--- src/rtl/somador_serial.sv ---
// Bit-serial WIDTH-bit adder: one full-adder bit per clock, LSB first, start/busy/done handshake.
// Optional subtract mode (Sub port, A - B - Cin) is compiled in with `define SOMADOR_SUB_EN.
module somador_serial #(
  parameter int WIDTH = 8
) (
  input  logic             clk,
  input  logic             rst_n,
  input  logic             start,
  input  logic [WIDTH-1:0] A,
  input  logic [WIDTH-1:0] B,
  input  logic             Cin,
`ifdef SOMADOR_SUB_EN
  input  logic             Sub,
`endif
  output logic [WIDTH-1:0] S,
  output logic             Cout,
  output logic             Ovf,
  output logic             busy,
  output logic             done
);

  localparam int CW = (WIDTH > 1) ? $clog2(WIDTH) : 1;
  localparam logic [CW-1:0] LAST = CW'(WIDTH - 1);

  typedef enum logic [1:0] {IDLE, SHIFT, DONE} state_t;

  state_t           state_q, state_d;
  logic [WIDTH-1:0] a_q, a_d, b_q, b_d, res_q, res_d, s_q, s_d;
  logic [CW-1:0]    cnt_q, cnt_d;
  logic             c_q, c_d, sub_q, sub_d;
  logic             cout_q, cout_d, ovf_q, ovf_d;
  logic             sub_in, bit_s, bit_c;

`ifdef SOMADOR_SUB_EN
  assign sub_in = Sub;
`else
  assign sub_in = 1'b0;
`endif

  assign bit_s = a_q[0] ^ b_q[0] ^ c_q;
  assign bit_c = (a_q[0] & b_q[0]) | (a_q[0] & c_q) | (b_q[0] & c_q);

  always_comb begin
    state_d = state_q;
    a_d     = a_q;
    b_d     = b_q;
    res_d   = res_q;
    cnt_d   = cnt_q;
    c_d     = c_q;
    sub_d   = sub_q;
    s_d     = s_q;
    cout_d  = cout_q;
    ovf_d   = ovf_q;
    case (state_q)
      IDLE, DONE: begin
        state_d = IDLE;
        if (start) begin
          // Subtraction is A + ~B + ~Cin; borrow is the inverted final carry.
          a_d     = A;
          b_d     = sub_in ? ~B : B;
          c_d     = sub_in ? ~Cin : Cin;
          sub_d   = sub_in;
          res_d   = '0;
          cnt_d   = '0;
          state_d = SHIFT;
        end
      end
      SHIFT: begin
        res_d = {bit_s, res_q[WIDTH-1:1]};
        a_d   = a_q >> 1;
        b_d   = b_q >> 1;
        c_d   = bit_c;
        cnt_d = cnt_q + CW'(1);
        if (cnt_q == LAST) begin
          // c_q here is the carry into the MSB, needed for signed overflow.
          s_d     = {bit_s, res_q[WIDTH-1:1]};
          cout_d  = bit_c ^ sub_q;
          ovf_d   = c_q ^ bit_c;
          cnt_d   = '0;
          state_d = DONE;
        end
      end
      default: state_d = IDLE;
    endcase
  end

  always_ff @(posedge clk or negedge rst_n) begin
    if (!rst_n) begin
      state_q <= IDLE;
      a_q     <= '0;
      b_q     <= '0;
      res_q   <= '0;
      cnt_q   <= '0;
      c_q     <= 1'b0;
      sub_q   <= 1'b0;
      s_q     <= '0;
      cout_q  <= 1'b0;
      ovf_q   <= 1'b0;
    end else begin
      state_q <= state_d;
      a_q     <= a_d;
      b_q     <= b_d;
      res_q   <= res_d;
      cnt_q   <= cnt_d;
      c_q     <= c_d;
      sub_q   <= sub_d;
      s_q     <= s_d;
      cout_q  <= cout_d;
      ovf_q   <= ovf_d;
    end
  end

  assign S    = s_q;
  assign Cout = cout_q;
  assign Ovf  = ovf_q;
  assign busy = (state_q == SHIFT);
  assign done = (state_q == DONE);

endmodule

--- config.mk ---
export PLATFORM = sky130hd
export DESIGN_NAME = somador_serial
export DESIGN_NICKNAME = d
export VERILOG_FILES = /design/src/rtl/somador_serial.sv
export SDC_FILE = /design/constraint.sdc
export NUM_CORES = 1
export LEC_CHECK = 0
export ABC_AREA = 1
export BUFFER_PORTS_ARGS = -buffer_cell sky130_fd_sc_hd__buf_4
export CAP_MARGIN = 20
export CORE_AREA = 2 2 62 64
export CTS_BUF_LIST = sky130_fd_sc_hd__clkbuf_4
export CTS_CLUSTER_SIZE = 10
export DETAILED_ROUTE_END_ITERATION = 10
export DIE_AREA = 0 0 64 66
export PLACE_DENSITY = 0.75
export SLEW_MARGIN = 10
export SYNTH_ARGS = -nofsm -noshare
export SYNTH_HDL_FRONTEND = slang
export SYNTH_SLANG_ARGS = --single-unit
--- constraint.sdc ---
create_clock -name clk -period 1.47 [get_ports clk]
set_input_delay 0.2205 -clock clk [delete_from_list [all_inputs] [get_ports clk]]
set_output_delay 0.2205 -clock clk [all_outputs]
set_load 0.005 [all_outputs]
==> results.yml <==
outcome:
  outcome: "finished, final reports clean"
setup_path:
  crit_cells: 4
  rr_startpoint: "state_q[0]$_DFFE_PN0P_"
  cp_data_required_time_ps: 1250
  crit_buf_inv: 3
  r2r_end: "res_q[2]$_DFFE_PN0P_"
  crit_end: "busy"
  critPathMaxStageDelay_ps: 420
  cp_top_family: "flip-flops"
  crit_start: "state_q[0]$_DFFE_PN0P_"
  critPathArrivalTime_ps: 1220
  crit_chain: "inv_2 -> nor2_4 -> buf_6 -> buf_6"
  critical_path_class: "flip-flop to output port"
  crit_path_max_fanout: 7
  crit_path_frequent_cell: "buf_6"
  worstRegToRegCells: 5
  rrSetupSlack_ps: 140
  cpMaxStageDelayCell: "dfrtp_1"
  cp-end-kind: "output port"
  crit_path_start_kind: "flip-flop"
pwr:
  combPwrFrac_pct: 45.9
  powerDensity_nw_per_um2: 2210
  internal_power_w: 0.00316
  vdd_drop_max_uv: 1010
  switching_share_pct: 38.3
  clkPwrFrac_pct: 17.7
  power_switching_w: 0.00196
  p_seq_share_pct: 36.5
  power_leakage_nw: 1.29
  p_total_w: 0.00512
sta:
  setup_tns_ps: 0
  period_minus_slack_ps: 1440
  layout_setup_ws_ps: 31.1
  max-slew-margin-rel_pct: 67.6
  hold_slack_ps: 50.2
  slew_violations: 0
  min_period_over_period_pct: 97.9
  rsz0062_at_grt: "yes"
  finClkSkew_ps: 10.3
  worst_slew_pin_slew_ps: 485
  finalSetupViolCount: 0
  fmaxAchievable_ghz: 0.695
  hold_viol: 0
drt:
  drc: 0
  vias_per_cell: 4.72
  drt_iter0_drc: 119
  ant_nets: 0
  wire_per_inst_um: 11.3
  totalWireLength_mm: 3.56
  num_vias: 1488
  drtPass1Iterations: 4
grt:
  grt_use_total_pct: 20.2
  grt_overflow: 0
  antenna_found_initial: 0
  first_global_vias: 1401
  grt_max_degree: 40
  grt_pass1_wl_mm: 6.39
clock_tree:
  h-tree-depth: 2
  clk_pin_slew_worst_paths_ps: 130
  clk_latency_ps: 370
  cts_tree: "yes"
  cts_buffers: 5
  cts_root_buf: "clkbuf_4"
  cts_buffer_depth: 2
  clock_sinks: 39
floorplanning:
  start_util_pct: 52.4
  core_um2: 3550
  die_x_um: 64
  rows: 22
  num_io_pins: 32
  die-height_um: 66
  die_area_um2: 4220
synthesis:
  synth-warning-count: 0
  syn-mean-instance-area_um2: 8.23
  syn_area_um2: 1860
  syn_inst: 226
  synth_seq_area_share_pct: 52.5
  ys_ff_latch: 39
  synthesis.nets: 249
  synth_cell_types: 19
layout:
  final_common_cell: "nand2_1"
  antenna_cells: 0
  mostFrequentLayoutCells: "nand2_1, inv_1, dfrtp_1"
  nets: 289
  syn2layout_area_growth_pct: 24.8
  drive_above_1_share_pct: 24.0
  fillers: 312
  postLayoutCellArea_um2: 2320
hold_path:
  hold_path.class: "input port to flip-flop"
place:
  placedInstanceArea_um2: 2160
  io_buffer_count: 31
  place.gp.congestion: 0.762
  post-place-ws_ps: 155
  hpwlAfterDp_mm: 2.46
flow_run:
  cap_viol_max_count: 0
## repair_timing
item | in CTS | in global routing
setup endpoints to repair | 2 | 2
endpoints found under the hold margin | 39 | 0
gates resized for setup | 3 | 4
hold buffers | 1 | 0
pin swaps | 0 | 1
setup buffers | 2 | 1
## state kept, by name, summed over array words and instances, names as in the netlist
register	count
Cout	1
c_q	1
Ovf	1
a_q	8
S	8
b_q	8
res_q	7
state_q	2
cnt_q	3
## power groups by stage
stage | logic, W | registers (W) | clock network (W)
floorplan | 0.00159 | 0.00184 | 0
global placement | 0.00221 | 0.00188 | 0
detailed placement | 0.00229 | 0.00189 | 0
CTS | 0.00235 | 0.00186 | 0.000925
global route | 0.00272 | 0.00193 | 0.000979
finish | 0.00235 | 0.00187 | 0.000905
## layout make-up
class,instances,area (um^2),share of cell area (%)
clock inverter,3,67.6,2.91
tap,48,60.1,2.59
sequential,39,976,42.1
timing repair buffer,41,342,14.7
clock buffer,5,37.5,1.62
multi-input combinational,136,673,29.0
inverter,43,164,7.07
## synth_stat cells
cell type  number  area, um^2
buf_2           1        5.00
buf_4           4        30.0
buf_6           1        11.3
clkbuf_1        2        7.51
dfrtp_1        39         976
fa_1            1        20.0
ha_1            2        25.0
inv_1          40         150
inv_2           2        7.51
inv_4           1        6.26
nand2_1        76         285
nand2_2         1        6.26
nand2_4         2        22.5
nand3_1        30         150
nor2_1          3        11.3
nor2_4          1        11.3
o21ai_0        11        55.1
o21ai_2         8        70.1
xor2_1          1        8.76
## how the worst min path moves through the flow
stage,startpoint,to,slack (ps),depth (start not counted)
3_5_place_dp,rst_n,S[0]$_DFFE_PN0P_,220,1
4_1_cts,A[7],a_q[7]$_DFFE_PN0P_,40,3
2_1_floorplan,rst_n,Cout$_DFFE_PN0P_,-80,0
5_1_grt,A[7],a_q[7]$_DFFE_PN0P_,70,3
3_3_place_gp,rst_n,S[0]$_DFFE_PN0P_,220,1
6_report,A[7],a_q[7]$_DFFE_PN0P_,50,3
## layer usage
metal  global-route usage (%)  vias up  share of wire (%)
met2                     32.3       34                 46
li1                         -      761                  -
met5                        0        -                  0
met1                     25.5      687                 46
met3                     5.96        6                5.8
met4                     8.70        0                1.7
## metrics by stage
stage | cells | util [%]
5_1_grt | 315 | 65.3
3_3_place_gp | 303 | 60.7
3_5_place_dp | 303 | 60.7
4_1_cts | 314 | 64.7
6_report | 315 | 65.3
2_1_floorplan | 226 | -
## worst register-to-register path: stages (launching register included)
cell,delay [ps]
dfrtp_1,430
buf_4,160
nand2_4,120
nand2_2,180
buf_4,210
o21ai_0,150
## cells by family after synthesis
logic type,Yosys count,share of synthesized area (%)
AO/OA/AOI/OAI,19,6.73
XOR/XNOR,1,0.471
adder cells (fa/ha/maj),3,2.42
buffers and inverters,51,11.7
flip-flops,39,52.5
AND/OR/NAND/NOR,113,26.2
(Power assumes the default switching activity.)
